--- config.mk ---
export PLATFORM = sky130hd
export DESIGN_NAME = decode_stage
export DESIGN_NICKNAME = d
export VERILOG_FILES = /design/src/rtl/decode_pkg.sv /design/src/rtl/decode_comb.sv /design/src/rtl/decode_stage.sv
export SDC_FILE = /design/constraint.sdc
export NUM_CORES = 1
export LEC_CHECK = 0
export ABC_AREA = 1
export BUFFER_PORTS_ARGS = -buffer_cell sky130_fd_sc_hd__buf_2
export CAP_MARGIN = 25
export CORE_ASPECT_RATIO = 1.2
export CORE_MARGIN = 1.5
export CORE_UTILIZATION = 55
export CTS_CLUSTER_DIAMETER = 60
export DETAILED_ROUTE_END_ITERATION = 12
export GPL_ROUTABILITY_DRIVEN = 0
export PLACE_DENSITY = 0.83
export SLEW_MARGIN = 10
export SYNTH_ARGS = -nofsm -noshare
export SYNTH_HDL_FRONTEND = slang
export SYNTH_SLANG_ARGS = --single-unit
--- constraint.sdc ---
create_clock -name clk -period 1.9 [get_ports clk]
set_input_delay 0.19 -clock clk [delete_from_list [all_inputs] [get_ports clk]]
set_output_delay 0.19 -clock clk [all_outputs]
set_load 0.02 [all_outputs]
--- src/rtl/decode_pkg.sv ---
// Shared types for the RV32I decode stage: opcodes, ALU op encoding and the decoded bundle.
// XLEN here sets the width of the imm field carried in decode_ctrl_t.
package decode_pkg;

  localparam int unsigned XLEN = 32;

  localparam logic [6:0] OpcLoad   = 7'b0000011;
  localparam logic [6:0] OpcOpImm  = 7'b0010011;
  localparam logic [6:0] OpcAuipc  = 7'b0010111;
  localparam logic [6:0] OpcStore  = 7'b0100011;
  localparam logic [6:0] OpcOp     = 7'b0110011;
  localparam logic [6:0] OpcLui    = 7'b0110111;
  localparam logic [6:0] OpcBranch = 7'b1100011;
  localparam logic [6:0] OpcJalr   = 7'b1100111;
  localparam logic [6:0] OpcJal    = 7'b1101111;

  typedef enum logic [4:0] {
    AluAdd = 5'd0, AluSub, AluSll, AluSlt, AluSltu, AluXor, AluOr, AluAnd, AluSrl, AluSra,
    AluMul = 5'd10, AluMulh, AluMulhsu, AluMulhu, AluDiv, AluDivu, AluRem, AluRemu
  } alu_op_e;

  typedef enum logic [1:0] {SrcRs1 = 2'd0, SrcPc = 2'd1, SrcZero = 2'd2} src_a_e;

  typedef struct packed {
    logic [4:0]      rs1;
    logic [4:0]      rs2;
    logic [4:0]      rd;
    logic [2:0]      funct3;
    logic [XLEN-1:0] imm;
    alu_op_e         alu_op;
    src_a_e          src_a;
    logic            alu_src_b;
    logic            reg_write;
    logic            mem_read;
    logic            mem_write;
    logic            mem_to_reg;
    logic            branch;
    logic            jump;
    logic            jalr;
    logic            link;
    logic            illegal;
  } decode_ctrl_t;

  function automatic logic [XLEN-1:0] sext(input logic [31:0] v);
    return XLEN'(signed'(v));
  endfunction

  // Base integer ALU op from funct3; alt selects SUB/SRA.
  function automatic alu_op_e alu_base(input logic [2:0] f3, input logic alt);
    case (f3)
      3'b000:  return alt ? AluSub : AluAdd;
      3'b001:  return AluSll;
      3'b010:  return AluSlt;
      3'b011:  return AluSltu;
      3'b100:  return AluXor;
      3'b101:  return alt ? AluSra : AluSrl;
      3'b110:  return AluOr;
      default: return AluAnd;
    endcase
  endfunction

endpackage

--- src/rtl/decode_comb.sv ---
// Purely combinational RV32I instruction decoder producing decode_ctrl_t.
// Define DECODE_RV32M_EN to decode the M extension (funct7 = 0000001 on OP).
module decode_comb
  import decode_pkg::*;
(
  input  logic [31:0]  instr,
  output decode_ctrl_t ctrl
);

  logic [6:0]  opcode;
  logic [6:0]  funct7;
  logic [2:0]  funct3;
  logic [31:0] imm_i, imm_s, imm_b, imm_u, imm_j;
  logic        illegal;

  assign opcode = instr[6:0];
  assign funct7 = instr[31:25];
  assign funct3 = instr[14:12];
  assign imm_i  = {{20{instr[31]}}, instr[31:20]};
  assign imm_s  = {{20{instr[31]}}, instr[31:25], instr[11:7]};
  assign imm_b  = {{19{instr[31]}}, instr[31], instr[7], instr[30:25], instr[11:8], 1'b0};
  assign imm_u  = {instr[31:12], 12'h000};
  assign imm_j  = {{11{instr[31]}}, instr[31], instr[19:12], instr[20], instr[30:21], 1'b0};

  always_comb begin
    ctrl           = '0;
    ctrl.rs1       = instr[19:15];
    ctrl.rs2       = instr[24:20];
    ctrl.rd        = instr[11:7];
    ctrl.funct3    = funct3;
    ctrl.alu_op    = AluAdd;
    ctrl.src_a     = SrcRs1;
    ctrl.alu_src_b = 1'b1;
    illegal        = (instr[1:0] != 2'b11);

    case (opcode)
      OpcLui: begin
        ctrl.imm       = sext(imm_u);
        ctrl.src_a     = SrcZero;
        ctrl.reg_write = 1'b1;
      end
      OpcAuipc: begin
        ctrl.imm       = sext(imm_u);
        ctrl.src_a     = SrcPc;
        ctrl.reg_write = 1'b1;
      end
      OpcJal: begin
        ctrl.imm       = sext(imm_j);
        ctrl.src_a     = SrcPc;
        ctrl.jump      = 1'b1;
        ctrl.link      = 1'b1;
        ctrl.reg_write = 1'b1;
      end
      OpcJalr: begin
        ctrl.imm       = sext(imm_i);
        ctrl.jump      = 1'b1;
        ctrl.jalr      = 1'b1;
        ctrl.link      = 1'b1;
        ctrl.reg_write = 1'b1;
        illegal        = illegal | (funct3 != 3'b000);
      end
      OpcBranch: begin
        ctrl.imm       = sext(imm_b);
        ctrl.alu_op    = AluSub;
        ctrl.alu_src_b = 1'b0;
        ctrl.branch    = 1'b1;
        illegal        = illegal | (funct3 == 3'b010) | (funct3 == 3'b011);
      end
      OpcLoad: begin
        ctrl.imm        = sext(imm_i);
        ctrl.mem_read   = 1'b1;
        ctrl.mem_to_reg = 1'b1;
        ctrl.reg_write  = 1'b1;
        illegal         = illegal | (funct3 == 3'b011) | (funct3[2:1] == 2'b11);
      end
      OpcStore: begin
        ctrl.imm       = sext(imm_s);
        ctrl.mem_write = 1'b1;
        illegal        = illegal | (funct3 >= 3'b011);
      end
      OpcOpImm: begin
        ctrl.imm       = sext(imm_i);
        ctrl.reg_write = 1'b1;
        ctrl.alu_op    = alu_base(funct3, (funct3 == 3'b101) && funct7[5]);
        if (funct3 == 3'b001) begin
          illegal = illegal | (funct7 != 7'b0000000);
        end else if (funct3 == 3'b101) begin
          illegal = illegal | ((funct7 != 7'b0000000) && (funct7 != 7'b0100000));
        end
      end
      OpcOp: begin
        ctrl.alu_src_b = 1'b0;
        ctrl.reg_write = 1'b1;
        case (funct7)
          7'b0000000: ctrl.alu_op = alu_base(funct3, 1'b0);
          7'b0100000: begin
            ctrl.alu_op = alu_base(funct3, 1'b1);
            illegal     = illegal | ((funct3 != 3'b000) && (funct3 != 3'b101));
          end
`ifdef DECODE_RV32M_EN
          7'b0000001: ctrl.alu_op = alu_op_e'(5'd10 + {2'b00, funct3});
`endif
          default:    illegal = 1'b1;
        endcase
      end
      default: illegal = 1'b1;
    endcase

    if (ctrl.rd == 5'd0) ctrl.reg_write = 1'b0;
    // Illegal instrs must have no architectural side effects; execute raises the trap.
    if (illegal) begin
      ctrl.reg_write = 1'b0;
      ctrl.mem_read  = 1'b0;
      ctrl.mem_write = 1'b0;
      ctrl.branch    = 1'b0;
      ctrl.jump      = 1'b0;
    end
    ctrl.illegal = illegal;
  end

endmodule

--- src/rtl/decode_stage.sv ---
// Registered RV32I decode stage: output register plus one skid entry, valid/ready on both sides.
// Define DECODE_RV32M_EN to enable M-extension decode inside decode_comb.
module decode_stage
  import decode_pkg::*;
#(
  parameter int unsigned     XLEN     = decode_pkg::XLEN,
  parameter logic [XLEN-1:0] RESET_PC = '0
) (
  input  logic              clk,
  input  logic              rst,
  input  logic              in_valid,
  output logic              in_ready,
  input  logic [31:0]       in_instr,
  input  logic [XLEN-1:0]   in_pc,
  input  logic              flush,
  output logic              out_valid,
  input  logic              out_ready,
  output logic [XLEN-1:0]   out_pc,
  output decode_ctrl_t      out_ctrl
);

  decode_ctrl_t    dec_ctrl;
  logic            or_valid_d, or_valid_q, sk_valid_d, sk_valid_q;
  decode_ctrl_t    or_ctrl_d, or_ctrl_q, sk_ctrl_d, sk_ctrl_q;
  logic [XLEN-1:0] or_pc_d, or_pc_q, sk_pc_d, sk_pc_q;
  logic            accept, or_free;

  decode_comb u_decode_comb (
    .instr (in_instr),
    .ctrl  (dec_ctrl)
  );

  // in_ready is a pure register output so fetch never sees a path from out_ready.
  assign in_ready  = ~sk_valid_q;
  assign accept    = in_valid & in_ready;
  assign or_free   = ~or_valid_q | out_ready;
  assign out_valid = or_valid_q;
  assign out_ctrl  = or_ctrl_q;
  assign out_pc    = or_pc_q;

  always_comb begin
    or_valid_d = or_valid_q;
    or_ctrl_d  = or_ctrl_q;
    or_pc_d    = or_pc_q;
    sk_valid_d = sk_valid_q;
    sk_ctrl_d  = sk_ctrl_q;
    sk_pc_d    = sk_pc_q;
    if (flush) begin
      or_valid_d = 1'b0;
      sk_valid_d = 1'b0;
    end else if (or_free) begin
      // A full skid implies in_ready=0, so no accept can collide with the refill.
      if (sk_valid_q) begin
        or_valid_d = 1'b1;
        or_ctrl_d  = sk_ctrl_q;
        or_pc_d    = sk_pc_q;
        sk_valid_d = 1'b0;
      end else if (accept) begin
        or_valid_d = 1'b1;
        or_ctrl_d  = dec_ctrl;
        or_pc_d    = in_pc;
      end else begin
        or_valid_d = 1'b0;
      end
    end else if (accept) begin
      sk_valid_d = 1'b1;
      sk_ctrl_d  = dec_ctrl;
      sk_pc_d    = in_pc;
    end
  end

  always_ff @(posedge clk) begin
    if (rst) begin
      or_valid_q <= 1'b0;
      or_ctrl_q  <= '0;
      or_pc_q    <= RESET_PC;
      sk_valid_q <= 1'b0;
      sk_ctrl_q  <= '0;
      sk_pc_q    <= '0;
    end else begin
      or_valid_q <= or_valid_d;
      or_ctrl_q  <= or_ctrl_d;
      or_pc_q    <= or_pc_d;
      sk_valid_q <= sk_valid_d;
      sk_ctrl_q  <= sk_ctrl_d;
      sk_pc_q    <= sk_pc_d;
    end
  end

endmodule

== Word-level counts from Yosys, hierarchy flattened ==
Cells that the tools add are included.
Word-level totals
  flip-flop bits (word level): 200
  latch bits: 0
  bits in writable memories: 0
  ROM bits: 0
  input port bits: 69
  output and inout port bits: 101
  logic and storage cells: 123
  memories: 0
Operators by class
  add/subtract/negate cells: 0
  $mul: 0
  divide/modulo/power cells: 0
  $lt $le $gt $ge: 1
  equal/unequal tests: 20
  shift operators: 0
  muxes and demuxes: 29
  bitwise gates (word level): 15
  reduce and logical (&&, ||, !) cells: 20
Operator list (number)
  case mux 32 bit (5 select lines): 1
  two-way mux 67 bit: 2
  two-way mux 32 bit: 2
  case mux 4 bit (7 select lines): 2
  case mux 5 bit (7 select lines): 1
  equality test 7 x 6 -> 1 bit (second input constant): 4
  equality test 7 bit (second input constant): 3
  case mux 5 bit (3 select lines): 1
  equality test 7 x 5 -> 1 bit (second input constant): 2
  two-way mux 1 bit: 14
  bitwise OR 1 bit: 10
  case mux 5 bit (2 select lines): 1
  OR reduction 2 bit: 5
  equality test 3 bit (second input constant): 3
  OR reduction 3 bit: 3
  equality test 7 x 2 -> 1 bit (second input constant): 1
  zero test 7 bit: 1
  != test 7 x 6 -> 1 bit (second input constant): 1
  case mux 1 bit (7 select lines): 1
  nonzero test 7 bit: 1
  OR reduction 7 bit: 1
  equality test 3 x 2 -> 1 bit (second input constant): 2
  AND reduction 3 bit: 2
  zero test 5 bit: 1
  15 further kinds: 20

== Longest topological paths before layout ==
Gate-level depths: netlist (run 1).
  depth in word-level cells: 9
  depth in mapped cells: 14
  depth with buffers taken out: 13

== Cells and area by module ==
A second synthesis (run 1) with hierarchy kept.
Second synthesis, totals
  cells, all modules: 1717
  area, all modules: 10487.6 um^2
By module, submodules not included
  decode_stage: times used 1, cells each 1511, area each 9386.5 um^2, sequential area each 4003.8 um^2
  decode_comb: times used 1, cells each 206, area each 1101.1 um^2, sequential area each 0.0 um^2

== Worst setup path after synthesis (run 1) ==
Ideal clock, no wire load.
  kind: register to register
  from: reg or_valid_q (netlist: out_valid)
  to: reg sk_ctrl_q[44] (netlist name)
  library setup time: 0.126 ns
  arrival time: 1.516 ns
  data required time: 1.774 ns
  slack: 0.258 ns
  cell stages (with the launch flop): 9
  path buffers: 3
  period minus slack after synthesis: 1.642 ns
  cell sequence: dfxtp_1 inv_1 nor2_1 inv_1 nor4_2 buf_2 buf_2 buf_2 a31oi_1
On the way
  cells in the longest elaborated chain, start to end: 4
Ends and longest elaborated chain
  start: declaration: line decode_stage.sv:23  | logic or_valid_d, or_valid_q, sk_valid_d, sk_valid_q;
  start signal: assignment: line decode_stage.sv:81  | or_valid_q <= or_valid_d;
  NOT 1 bit: line decode_stage.sv:36  | assign or_free = ~or_valid_q | out_ready;
  bitwise OR 1 bit: line decode_stage.sv:36
  NOT 1 bit (no source line)
  AND reduction 3 bit (no source line)
  end signal: assignment: line decode_stage.sv:85  | sk_ctrl_q <= sk_ctrl_d;
  end: declaration: line decode_stage.sv:24  | decode_ctrl_t or_ctrl_d, or_ctrl_q, sk_ctrl_d, sk_ctrl_q;
No other way between the ends.
A chain may end at the register's enable or synchronous reset.

== Worst setup path after layout (run 1) ==
  from: reg sk_valid_q
  to: out in_ready
On the way
  cells in the longest elaborated chain, start to end: 1
Ends and longest elaborated chain
  start: declaration: line decode_stage.sv:23
  start signal: assignment: line decode_stage.sv:84  | sk_valid_q <= sk_valid_d;
  NOT 1 bit: line decode_stage.sv:34  | assign in_ready = ~sk_valid_q;
  end: declaration: line decode_stage.sv:12  | output logic in_ready,
No other way between the ends.

==> results of run 1 <==
synth_stat cells, types with 3 or more instances:
library cell  count
inv_2             5
nand3_1          21
o211ai_1          6
inv_1            68
a31oi_1          62
nand2_1         248
clkbuf_1         63
buf_1             6
nand3_2           8
o21ai_0         157
o21ai_1          12
a22oi_1           3
buf_2            18
nor2_1          188
a21oi_1         114
dfxtp_1         198
nor2_2            5
flip-flops by register name, indices dropped and copies added (netlist names):
| register | flops |
|---|---|
| sk_ctrl_q | 66 |
| sk_valid_q | 1 |
| out_ctrl | 66 |
| out_valid | 1 |
| out_pc | 32 |
| sk_pc_q | 32 |
final timing paths:
check	start	endpoint	slack (ps)	depth (start not counted)
max	sk_valid_q$_SDFFE_PP0P_	in_ready	80	4
min	in_pc[31]	sk_pc_q[31]$_SDFFE_PP0P_	10	3
max reg2reg	out_valid$_SDFFE_PP0P_	sk_ctrl_q[26]$_SDFFE_PP0P_	80	10
min reg2reg	out_ctrl[6]$_SDFFE_PP0P_	out_ctrl[6]$_SDFFE_PP0P_	460	2
repair_timing:
item	CTS	global route
setup endpoints to repair	1	37
endpoints found under the hold margin	23	0
gates resized for setup	1	0
hold buffers	23	0
per-layer routing:
metal  up-vias  routed length, um  track usage
met5         -                 12            0
li1       4291                  -            -
met2       373              11680       0.4833
met1      4001               9914       0.3722
met4         2                556       0.1168
met3        45               1765      0.06643
report_power, final:
group	switching (mW)	internal [mW]	total (mW)
clock	1.61	2.25	3.86
sequential	0.0676	4.28	4.35
combinational	0.578	0.314	0.892
worst register-to-register path, cell delays in order, from the launching register on:
cell,delay [ps]
dfxtp_1,330
inv_1,40
nor2_1,120
inv_1,110
nor4_4,280
buf_4,350
buf_4,210
nor2_1,40
nor2_1,110
o21ai_1,90
inv_1,70
area by class of cell:
cell class,count,area [um^2]
fillers,1245,4581
flip-flops and latches,198,3968
multi-input cells,844,3887
repair buffers,223,1415
clock buffers,18,439.2
inverters,74,280.3
well taps,204,255.2
clock inverters,14,195.2
through the flow:
step	power, mW	utilization	instance area [um^2]	hold WS, ps	std cells
after global routing	9.408	0.6950	10440	9.238	1575
after CTS	9.126	0.6950	10440	0.3302	1575
after global placement	5.266	0.6372	9572	428.6	1520
final	9.098	0.6950	10440	13.30	1575
after detailed placement	5.281	0.6372	9572	435.4	1520
after floorplan	4.935	-	8482	324.9	1205
layout by cell type (no fill, tap or decap), types with 2 or more instances in the layout:
| master | count |
|---|---|
| nand2_1 | 248 |
| dfxtp_1 | 197 |
| nor2_1 | 188 |
| buf_2 | 168 |
| o21ai_0 | 157 |
| a21oi_1 | 114 |
| inv_1 | 67 |
| a31oi_1 | 62 |
| dlygate4sd3_1 | 23 |
| buf_4 | 23 |
| nand3_1 | 21 |
| clkbuf_16 | 17 |
| o21ai_1 | 12 |
| nand3_2 | 8 |
| buf_12 | 8 |
| o211ai_1 | 6 |
| nor2_2 | 5 |
| inv_2 | 5 |
| clkinv_2 | 4 |
| bufinv_16 | 4 |
| clkinvlp_4 | 4 |
| a22oi_1 | 3 |
| inv_6 | 3 |
| o22ai_1 | 2 |
| o21a_1 | 2 |
| nand4_1 | 2 |
| nand2_2 | 2 |
| nor3_1 | 2 |
| nor4_1 | 2 |
cell families (layout without fill, tap and decap cells):
kind of cell	Yosys count	count (layout)	share of synthesized area
flops	198	198	0.4673
other cells	1	1	0.0004421
compound gates	361	361	0.2278
buf+inv	163	329	0.07612
simple gates	482	482	0.2284
==> flow_summary.yaml, run 1 <==
finish:
  layout-drive-gt1-share: 0.1889
  nNetsFinal: 1427
  syn_to_final_growth_pct: 23.09
  antennaDiodeCount: 0
setup_path:
  worstPathMaxFanout: 44
  critPathMaxStageDelay_ps: 380
  cp_data_arrival_time_ps: 1630
  end_kind: "output port"
  crit_chain: "buf_6, clkinv_2, buf_12, buf_2"
  cp-start-kind: "flip-flop"
  crit_slowest_cell: "dfxtp_4"
  cp.required_ps: 1710
  criticalPathCategory: "flip-flop to output port"
  crit_family: "buffers and inverters"
  path_buf_inv: 4
floorplanning:
  dieArea_um2: 16180
  start_util: 0.5647
  die_w_um: 116.4
  rows: 49
  core_area_um2: 15020
  die_y_um: 139.0
  io_pins: 170
synth:
  synth_flop_cell: "dfxtp_1"
  synth_fp_nets: 1274
  seq_area_frac_synth: 0.4673
  synth_edf_count: 0
  ys_warn_count: 0
  synth_top_cell_by_area: "dfxtp_1"
  synth_cells: 1205
  synth_area_leaders: "dfxtp_1 47%, nand2_1 11%, o21ai_0 9.3%, nor2_1 8.3%, a21oi_1 6.7%"
  syn_area_per_cell_um2: 7.039
  yosysUniqueCellTypes: 34
  synth.top_cell.area_share: 0.4673
  synth_seq_cells: 198
  synth-async-reset-ratio: 0
  synth_area_um2: 8482
timing:
  tightest_slew_ps: 630.8
  tns_ps: 0
  slew_violations: 0
  clock_skew_ps: 14.65
  fin_crit_sh: 0.9586
  fmax_ghz: 0.5491
  layout_setup_ws_ps: 78.75
  rsz0062_at_grt: "true"
  timing_hold_violations_final: 0
  slew_headroom: 0.5795
  finalSetupViolCount: 0
  fin_crit_ps: 1821
clock_tree:
  cts_buffer_depth: 2
  cts_root_buffer: "clkbuf_16"
  path_clk_slew_ps: 80
  cts_num_sinks: 198
  post_cts_buffers: 0
  clk_latency_ps: 440
  ctsHtreeMaxLevel: 4
  cts_tree: "yes"
  cts_buffers: 17
global_routing:
  grt_start_max_net_pins: 145
  grt_pass1_vias: 7814
  track_usage: 0.2943
  grt_overflow_total: 0
  antenna_found_initial: 1
  grt_first_pass_wirelength_mm: 38.00
power:
  worst_ir_drop_vdd_v: 0.0006036
  power_leakage_nw: 5.064
  power.density_nw_per_um2: 871.4
outcome:
  status: "finished clean"
routing:
  vias: 8712
  ant_nets: 0
  drt-pass1-iter-count: 7
  drc: 0
  avgRoutedWirePerCell_um: 15.19
  drt_iter0_drc: 853
  routed_wl_mm: 23.93
  viasPerCell: 5.531
placed_design:
  place_ws_ps: 89.02
  dp_hpwl_mm: 15.52
  io_buffers: 168
flow_run:
  cap_violations: 0
min_path:
  min_path_type: "input port to flip-flop"
(Power assumes the default switching activity.)
==> run 2, diff against run 1 <==
--- a/config.mk
+++ b/config.mk
@@ -10,11 +10,11 @@
 export CAP_MARGIN = 25
 export CORE_ASPECT_RATIO = 1.2
 export CORE_MARGIN = 1.5
-export CORE_UTILIZATION = 55
+export CORE_UTILIZATION = 50
 export CTS_CLUSTER_DIAMETER = 60
 export DETAILED_ROUTE_END_ITERATION = 12
 export GPL_ROUTABILITY_DRIVEN = 0
-export PLACE_DENSITY = 0.83
+export PLACE_DENSITY = 0.79
 export SLEW_MARGIN = 10
 export SYNTH_ARGS = -nofsm -noshare
 export SYNTH_HDL_FRONTEND = slang
==> constraint.sdc (replaced) <==
create_clock -name clk -period 1.65 [get_ports clk]
set_input_delay 0.165 -clock clk [delete_from_list [all_inputs] [get_ports clk]]
set_output_delay 0.165 -clock clk [all_outputs]
set_load 0.02 [all_outputs]
==> flow_summary.yaml, run 2 (synthesis gave the netlist of run 1 again) <==
finish:
  utilization: 0.6718
  mostFrequentLayoutCell: "nand2_1"
  layout-drive-gt1-share: 0.2295
  nNetsFinal: 1481
  layoutNonFillerInstCount: 1642
  seq_area_um2: 3969
  syn_to_final_growth_pct: 32.44
  final_cell_mix: "247 x nand2_1, 196 x dfxtp_1, 179 x nor2_1, 168 x buf_2, 143 x o21ai_0"
  n_fill_cell: 1398
  fin_area_um2: 11230
  multi_input_area_um2: 3985
clock_tree:
  clk_latency_ps: 430
  ctsHtreeMaxLevel: 4
  cts_buffer_depth: 2
  cts_tree: "yes"
  cts_num_sinks: 198
  cts_buffers: 17
  cts_root_buffer: "clkbuf_16"
  path_clk_slew_ps: 70
setup_path:
  worstPathMaxFanout: 59
  r2r_slack_ps: -10
  end_kind: "flip-flop"
  cp-start-kind: "flip-flop"
  path_buf_inv: 3
  criticalPathCategory: "flip-flop to flip-flop"
  crit_slowest_cell: "clkbuf_8"
  endpoint: "out_ctrl[7]$_SDFFE_PP0P_"
  rr_endpoint: "out_ctrl[7]$_SDFFE_PP0P_"
  critPathMaxStageDelay_ps: 480
  r2r_start: "out_valid$_SDFFE_PP0P_"
  crit_family: "buffers and inverters"
  crit_chain: "inv_2, nor2_4, buf_4, nor3_4, clkbuf_8, nand3_1, a21oi_1"
  r2r_cells: 7
  cp_data_arrival_time_ps: 2020
  crit_start: "out_valid$_SDFFE_PP0P_"
  cp.required_ps: 2010
  crit_cells: 7
timing:
  rsz0062_at_grt: "true"
  slew_headroom: 0.6473
  finalSetupViolCount: 1
  slew_violations: 0
  timing_hold_violations_final: 0
  layout_setup_ws_ps: -12.14
  fin_hold_ws_ps: 8.625
  tightest_slew_ps: 529.1
  fmax_ghz: 0.6016
  fin_crit_sh: 1.007
  clock_skew_ps: 8.737
  fin_crit_ps: 1662
  tns_ps: -12.14
min_path:
  min_path_type: "input port to flip-flop"
global_routing:
  grt_overflow_total: 0
  grt_pass1_vias: 8004
  grt_first_pass_wirelength_mm: 38.65
  busiest_layer: "met2"
  grt.met1_usage: 0.3425
  antenna_found_initial: 1
  met2_usage: 0.4421
  grt_start_max_net_pins: 120
  met3_usage: 0.05368
  track_usage: 0.2687
routing:
  routed_wl_mm: 25.94
  drc: 0
  ant_nets: 0
  drt-pass1-iter-count: 5
  avgRoutedWirePerCell_um: 15.80
  vias: 9038
  drt_iter0_drc: 702
  viasPerCell: 5.504
floorplanning:
  rows: 52
  die_y_um: 145.7
  die_w_um: 121.9
  core_area_um2: 16720
  dieArea_um2: 17760
  start_util: 0.5073
  io_pins: 170
placed_design:
  dp_cells: 1563
  placed_area_um2: 9869
  place_ws_ps: -77.27
  dp_hpwl_mm: 15.48
  io_buffers: 168
outcome:
  status: "finished, violations left"
  violations: "negative setup slack"
power:
  worst_ir_drop_vdd_v: 0.0005948
  power_leakage_nw: 5.416
  power.density_nw_per_um2: 945.0
  p_total_mw: 10.62
flow_run:
  cap_violations: 0
-- run 2: area by class of cell --
class                      count  share of cell area
clock buffer                  23             0.04533
multi-input combinational    844              0.3548
antenna                        1           0.0002228
timing repair buffer         276              0.1831
inverter                      74             0.02629
clock inverter                 9             0.01214
timing repair inverter         1           0.0007797
sequential                   198              0.3533
tap                          216             0.02406
-- run 2: power by group --
| part | switching [mW] | internal (mW) | total (mW) |
|---|---|---|---|
| Sequential | 0.0797 | 4.93 | 5.01 |
| Combinational | 0.712 | 0.437 | 1.15 |
| Clock | 1.81 | 2.65 | 4.46 |
| Total | 2.60 | 8.02 | 10.6 |
-- run 2: what timing repair did --
| action | 4_1_cts | 5_1_grt |
|---|---|---|
| resized for setup | 0 | 63 |
| setup buffers | 0 | 5 |
| endpoints found under the hold margin | 38 | 0 |
| endpoints found under the setup margin | 0 | 130 |
| hold buffers | 31 | 0 |
-- run 2: worst min path at each step --
stage                       startpoint                         end  slack, ps  cells after the start
after floorplan           in_instr[24]  sk_ctrl_q[61]$_SDFFE_PP0P_        300                      2
after global placement       in_pc[16]    sk_pc_q[16]$_SDFFE_PP0P_        400                      3
after detailed placement     in_pc[16]    sk_pc_q[16]$_SDFFE_PP0P_        410                      3
after CTS                     in_pc[1]     sk_pc_q[1]$_SDFFE_PP0P_          3                      3
after global routing          in_pc[1]     sk_pc_q[1]$_SDFFE_PP0P_          2                      3
final                         in_pc[1]     sk_pc_q[1]$_SDFFE_PP0P_          9                      3
-- run 2: tightest hold or removal path, cell delays in order --
cell and delay (ps):
buf_2 90, nor2_1 40, nor2_1 100
-- run 2: routing by layer --
metal  share of wire  up-vias  wire [um]
li1                -     4396          -
met1            0.41     4208      10570
met3           0.079       53       2037
met4           0.030        0        782
met5               0        -          0
met2            0.48      381      12540
